**src/rtl/bus_cycle_sequencer.sv**
```systemverilog
// bus_cycle_sequencer
//
// Arbitrates the external bus between the instruction-fetch (IF) and load/store (LS) ports.
// It also sequences each granted transfer as one 8 T-state bus cycle. Memory wait states are
// inserted at T6 while stall_ is low. Read data and a one-cycle done pulse are returned to the
// owner of the bus cycle.
//
// Ports:
//   clk, rst_          core clock, asynchronous active-low reset
//   if_req, if_addr    IF read request and address
//   ls_req, ls_we,     LS request, direction (1 = write), address and write data
//   ls_addr, ls_wdata
//   stall_, mem_rdata  memory ready (low = wait) and memory read data
//   t_state, busint,   T-state, bus-cycle-active, direction (1 = read), latched address
//   dtr_, ADDR
//   wdata              latched write data
//   if_gnt, ls_gnt     owner of the current bus cycle
//   if_done, ls_done   one-cycle completion pulse in T7
//   rdata              captured read data
module bus_cycle_sequencer #(
  parameter int unsigned WIDTH = 32
) (
  input  logic             clk,
  input  logic             rst_,
  input  logic             if_req,
  input  logic [WIDTH-1:0] if_addr,
  input  logic             ls_req,
  input  logic             ls_we,
  input  logic [WIDTH-1:0] ls_addr,
  input  logic [WIDTH-1:0] ls_wdata,
  input  logic             stall_,
  input  logic [WIDTH-1:0] mem_rdata,
  output logic [2:0]       t_state,
  output logic             busint,
  output logic             dtr_,
  output logic [WIDTH-1:0] ADDR,
  output logic [WIDTH-1:0] wdata,
  output logic             if_gnt,
  output logic             ls_gnt,
  output logic             if_done,
  output logic             ls_done,
  output logic [WIDTH-1:0] rdata
);

  typedef enum logic [1:0] {StIdle, StCycle, StWait} state_e;

  state_e           state_q, state_d;
  logic [2:0]       t_q, t_d;
  logic             dtr_q, dtr_d;
  logic [WIDTH-1:0] addr_q, addr_d;
  logic [WIDTH-1:0] wdata_q, wdata_d;
  logic [WIDTH-1:0] rdata_q, rdata_d;
  logic             if_gnt_q, if_gnt_d;
  logic             ls_gnt_q, ls_gnt_d;
  logic             if_done_q, if_done_d;
  logic             ls_done_q, ls_done_d;
  logic             last_ls_q, last_ls_d;  // 0 = IF owned the last cycle

  logic at_t7, arb_en, if_eff, ls_eff, pick_if, pick_ls, grant;

  always_comb begin
    // In T7 the current owner's request is ignored so back-to-back cycles always alternate.
    at_t7   = (state_q == StCycle) && (t_q == 3'd7);
    arb_en  = (state_q == StIdle) || at_t7;
    if_eff  = if_req & ~(at_t7 & if_gnt_q);
    ls_eff  = ls_req & ~(at_t7 & ls_gnt_q);
    pick_ls = ls_eff & (~if_eff | ~last_ls_q);
    pick_if = if_eff & ~pick_ls;
    grant   = arb_en & (pick_if | pick_ls);

    state_d   = state_q;
    t_d       = t_q;
    dtr_d     = dtr_q;
    addr_d    = addr_q;
    wdata_d   = wdata_q;
    rdata_d   = rdata_q;
    if_gnt_d  = if_gnt_q;
    ls_gnt_d  = ls_gnt_q;
    if_done_d = 1'b0;
    ls_done_d = 1'b0;
    last_ls_d = last_ls_q;

    unique case (state_q)
      StIdle: ;
      StCycle: begin
        if (t_q == 3'd7) begin
          state_d  = StIdle;
          t_d      = 3'd0;
          if_gnt_d = 1'b0;
          ls_gnt_d = 1'b0;
          dtr_d    = 1'b1;
        end else if (t_q == 3'd6) begin
          if (stall_) begin
            t_d       = 3'd7;
            if_done_d = if_gnt_q;
            ls_done_d = ls_gnt_q;
            if (dtr_q) rdata_d = mem_rdata;
          end else begin
            state_d = StWait;
          end
        end else begin
          t_d = t_q + 3'd1;
        end
      end
      StWait: begin
        if (stall_) begin
          state_d   = StCycle;
          t_d       = 3'd7;
          if_done_d = if_gnt_q;
          ls_done_d = ls_gnt_q;
          if (dtr_q) rdata_d = mem_rdata;
        end
      end
      default: begin
        state_d = StIdle;
        t_d     = 3'd0;
      end
    endcase

    // A grant overrides the return to idle taken in T7.
    if (grant) begin
      state_d   = StCycle;
      t_d       = 3'd0;
      if_gnt_d  = pick_if;
      ls_gnt_d  = pick_ls;
      last_ls_d = pick_ls;
      addr_d    = pick_ls ? ls_addr : if_addr;
      dtr_d     = pick_ls ? ~ls_we : 1'b1;
      if (pick_ls && ls_we) wdata_d = ls_wdata;
    end
  end

  always_ff @(posedge clk or negedge rst_) begin
    if (!rst_) begin
      state_q   <= StIdle;
      t_q       <= 3'd0;
      dtr_q     <= 1'b1;
      addr_q    <= '0;
      wdata_q   <= '0;
      rdata_q   <= '0;
      if_gnt_q  <= 1'b0;
      ls_gnt_q  <= 1'b0;
      if_done_q <= 1'b0;
      ls_done_q <= 1'b0;
      last_ls_q <= 1'b0;
    end else begin
      state_q   <= state_d;
      t_q       <= t_d;
      dtr_q     <= dtr_d;
      addr_q    <= addr_d;
      wdata_q   <= wdata_d;
      rdata_q   <= rdata_d;
      if_gnt_q  <= if_gnt_d;
      ls_gnt_q  <= ls_gnt_d;
      if_done_q <= if_done_d;
      ls_done_q <= ls_done_d;
      last_ls_q <= last_ls_d;
    end
  end

  assign t_state = t_q;
  assign busint  = (state_q != StIdle);
  assign dtr_    = dtr_q;
  assign ADDR    = addr_q;
  assign wdata   = wdata_q;
  assign rdata   = rdata_q;
  assign if_gnt  = if_gnt_q;
  assign ls_gnt  = ls_gnt_q;
  assign if_done = if_done_q;
  assign ls_done = ls_done_q;

endmodule

```
**config.mk**
```make
export PLATFORM = sky130hd
export DESIGN_NAME = bus_cycle_sequencer
export DESIGN_NICKNAME = d
export VERILOG_FILES = /design/src/rtl/bus_cycle_sequencer.sv
export SDC_FILE = /design/constraint.sdc
export NUM_CORES = 1
export LEC_CHECK = 0
export ABC_AREA = 0
export CORE_MARGIN = 2
export CORE_UTILIZATION = 35
export DETAILED_ROUTE_END_ITERATION = 16
export GPL_TIMING_DRIVEN = 0
export PLACE_DENSITY = 0.71
export SYNTH_ARGS = -nofsm -noshare
export SYNTH_HDL_FRONTEND = slang
export SYNTH_SLANG_ARGS = --single-unit
```
**constraint.sdc**
```tcl
create_clock -name clk -period 2.6 [get_ports clk]
set_input_delay 0.52 -clock clk [delete_from_list [all_inputs] [get_ports clk]]
set_output_delay 0.52 -clock clk [all_outputs]
set_load 0.03 [all_outputs]
```
==> metrics.yaml, run 1 <==
run_status:
  outcome: "completed"
yosys:
  synth.distinct_cells: 47
  synth_sequential_area_ratio: 0.541
  synth_async_sr_flop_share: 1.00
  synth_enable_flop_cells: 0
  number_of_cells_produced_by_synthesis: 315
  synth_warnings: 0
  synth_seq_cells: 107
  area_of_the_mapped_netlist_sq_mm: 0.00495
  postSynth.topFlopCell: "sky130_fd_sc_hd__dfrtp_1"
  postSynthAreaPerCell_sq_um: 15.7
  synthesis.nets: 455
critical_path:
  crit_path_max_fanout: 10
  max_stage_delay_ps: 430
  worst_ep_required_time_ps: 2830
  worst_path_max_delay_cell: "sky130_fd_sc_hd__dfrtp_1"
  worstSetupPathType: "register to register"
  crit_chain: "ha_1 > ha_1 > and3_4 > o211ai_4 > buf_6 > mux2_4 > mux2_4"
  critPathLaunchType: "register"
  nature_of_the_critical_path_endpoint: "register"
  critPathArrivalTime_ps: 2620
clock_network:
  path_clk_slew_ps: 70
  clock-sinks: 107
  cts_tree: "yes"
  numCtsBuffers: 9
  htreeDepth: 3
  clock-root-buffer: "sky130_fd_sc_hd__clkbuf_16"
  ctsLongestPathBuffers: 2
  post_cts_buffers: 0
  clkLatencyLatePin_ps: 350
route:
  post_drt_via_cell_ratio: 4.63
  initialDrtViolationCount: 126
  firstDrtPassIters: 4
  wl_per_cell_microns: 16.1
  antenna_violating_nets_post_route: 0
  drc_errors: 0
  route.vias.total: 3472
  detail_route.wirelength_mm: 12.0
sta:
  final_critical_path_time_including_i_o_delays_and_setup_ps: 2380
  final.period_utilization: 0.916
  report.final.setup_viol: 0
  rsz0062_at_grt: "no"
  achievable-frequency_mhz: 420
  hold-worst-slack_ps: 240
  worst_slew_margin_rel: 0.506
  hold_viol: 0
  worst_pin_slew_ps: 741
  clock_skew_ps: 7.60
  timing_max_transition_violations_final: 0
  totalNegativeSetupSlack_ps: 0
placed_design:
  place.port_buffers: 238
  post-dp-hpwl_mm: 9.44
  routabilityCongestion: 0.812
global_route:
  grt_antenna_before_repair: 0
  overflow: 0
  grt.total_usage: 0.153
  global_route_wire_length_before_repair_mm: 17.5
  maximum_number_of_pins_on_one_net_before_global_route_repair: 60
  vias_in_the_first_global_route: 3559
finish:
  drive_above_1_share: 0.284
  nets: 705
  area_growth_syn_to_layout_pct: 59.3
  num-fill-cells: 1128
  diodes: 0
pwr:
  total_power_w: 0.00981
  clock_power_share: 0.142
  vdd_ir_drop_max_v: 0.000528
  power.density_mw_per_mm2: 1240
  p_int_w: 0.00601
  combinationalPowerShare: 0.558
  power_leakage_nw: 3.39
  seq_power_share: 0.300
  switching_share: 0.388
  net-switching-power_w: 0.00380
worst_hold_path:
  min-delay-path-class: "input port to async pin"
job:
  max-cap-violations: 0
floorplanning:
  core_region_area_sq_mm: 0.0139
  die_span_in_x_microns: 123
  ioPinCount: 239
  rows: 43
  die-height_microns: 123
  design.die.area_sq_mm: 0.0151
  effective_utilization_at_floorplan: 0.357
cells in the mapped netlist (all sizes together), types with 2 or more instances:
library cell  count  area share
a21oi             4      0.0040
and2              3      0.0040
a22o              2      0.0035
inv               4      0.0030
o21a              2      0.0033
ha                6       0.015
o21ai             9      0.0098
a22oi             2      0.0030
nor2              2      0.0015
dfrtp           106        0.54
mux2            128        0.33
nand3             2      0.0030
buf              14       0.027
nand2             6      0.0045
a31oi             2      0.0025
nor3              2      0.0020
power groups by stage:
| stage | clock (W) | combinational (W) | sequential (W) |
|---|---|---|---|
| floorplan | 0 | 0.00169 | 0.00452 |
| global placement | 0 | 0.00546 | 0.00293 |
| detailed placement | 0 | 0.00552 | 0.00297 |
| CTS | 0.00144 | 0.00553 | 0.00295 |
| global route | 0.00152 | 0.00574 | 0.00304 |
| finish | 0.00140 | 0.00547 | 0.00294 |
cell families after synthesis:
group | share of synthesized area
buf+inv | 0.0313
flops | 0.541
compound gates | 0.0498
fa+ha+maj | 0.0152
simple gates | 0.0283
mux | 0.335
flip-flops by register name (all words and copies together), names as in the netlist:
register and cells:
wdata 32, ADDR 32, rdata 32, last_ls_q 1, ls_done 1, t_state 3
dtr_ 1, ls_gnt 1, if_done 1, if_gnt 1, state_q 2
critical path, delay by kind of cell, from the launching register on:
| kind | cells | cell delay (ps) |
|---|---|---|
| adder cells (fa/ha/maj) | 2 | 480 |
| multiplexers | 2 | 580 |
| buffers and inverters | 1 | 230 |
| AO/OA/AOI/OAI | 1 | 290 |
| AND/OR/NAND/NOR | 1 | 240 |
| flip-flops | 1 | 430 |
cells in the final DEF, fill, tap and decap left out, types with 4 or more instances in the layout:
cell type	n
sky130_fd_sc_hd__a21oi_1	4
sky130_fd_sc_hd__buf_4	4
sky130_fd_sc_hd__buf_6	6
sky130_fd_sc_hd__clkbuf_16	9
sky130_fd_sc_hd__clkdlybuf4s50_1	236
sky130_fd_sc_hd__dfrtp_1	106
sky130_fd_sc_hd__ha_1	6
sky130_fd_sc_hd__inv_1	4
sky130_fd_sc_hd__mux2_1	9
sky130_fd_sc_hd__mux2_2	61
sky130_fd_sc_hd__mux2_4	58
sky130_fd_sc_hd__nand2_1	6
sky130_fd_sc_hd__o21ai_0	7
layout make-up:
class	count	area [sq um]	share of cell area
buffer	15	140	0.0177
clock buffer	12	256	0.0325
clock inverter	4	48.8	0.00618
inverter	4	15.0	0.00190
multi-input combinational	189	2120	0.269
sequential	107	2680	0.339
tap	180	225	0.0285
timing repair buffer	239	2410	0.305
layer usage:
layer	vias up	part of all wire	global-route usage
li1	1634	-	-
met1	1661	0.39	0.169
met2	162	0.49	0.268
met3	15	0.091	0.0452
met4	0	0.024	0.0760
met5	-	0	0
metrics by stage:
stage          instances  instance area, sq um  setup slack, ps   util
4_1_cts              750                  7890             61.5  0.569
6_report             750                  7900              218  0.569
2_1_floorplan        315                  4950              283      -
3_3_place_gp         733                  7560            -2960  0.545
5_1_grt              750                  7900              135  0.569
3_5_place_dp         734                  7590             96.1  0.547
path summary, 6_finish.rpt:
kind	slack (ps)	cells after the start	to	from
worst max-delay path	220	7	ADDR[17]$_DFFE_PN0P_	t_state[1]$_DFFE_PN0P_
worst min-delay path	240	1	wdata[17]$_DFFE_PN0P_	rst_
worst max register to register	220	7	ADDR[17]$_DFFE_PN0P_	t_state[1]$_DFFE_PN0P_
worst min register to register	500	1	wdata[11]$_DFFE_PN0P_	wdata[11]$_DFFE_PN0P_
max in group asynchronous	1660	2	ADDR[30]$_DFFE_PN0P_	rst_
min in group clk	500	1	wdata[11]$_DFFE_PN0P_	wdata[11]$_DFFE_PN0P_
repair_timing:
| action | CTS | global route |
|---|---|---|
| gates resized for setup | 0 | 1 |
| endpoints found under the setup margin | 0 | 1 |
| hold buffers | 0 | 0 |
Power figures use the tool's default switching activity.
==> run 2: changes to the inputs <==
--- a/config.mk
+++ b/config.mk
@@ -5,7 +5,6 @@
 export SDC_FILE = /design/constraint.sdc
 export NUM_CORES = 1
 export LEC_CHECK = 0
-export ABC_AREA = 0
 export CORE_MARGIN = 2
 export CORE_UTILIZATION = 35
 export DETAILED_ROUTE_END_ITERATION = 16
==> results of run 2 <==
The final DEF is identical to that of run 1; final timing and power are the same.
==> run 3: changes to the inputs <==
--- a/config.mk
+++ b/config.mk
@@ -5,6 +5,7 @@
 export SDC_FILE = /design/constraint.sdc
 export NUM_CORES = 1
 export LEC_CHECK = 0
+export CAP_MARGIN = 20
 export CORE_MARGIN = 2
 export CORE_UTILIZATION = 35
 export DETAILED_ROUTE_END_ITERATION = 16
==> results of run 3 <==
The final DEF is identical to that of run 1; final timing and power are the same.
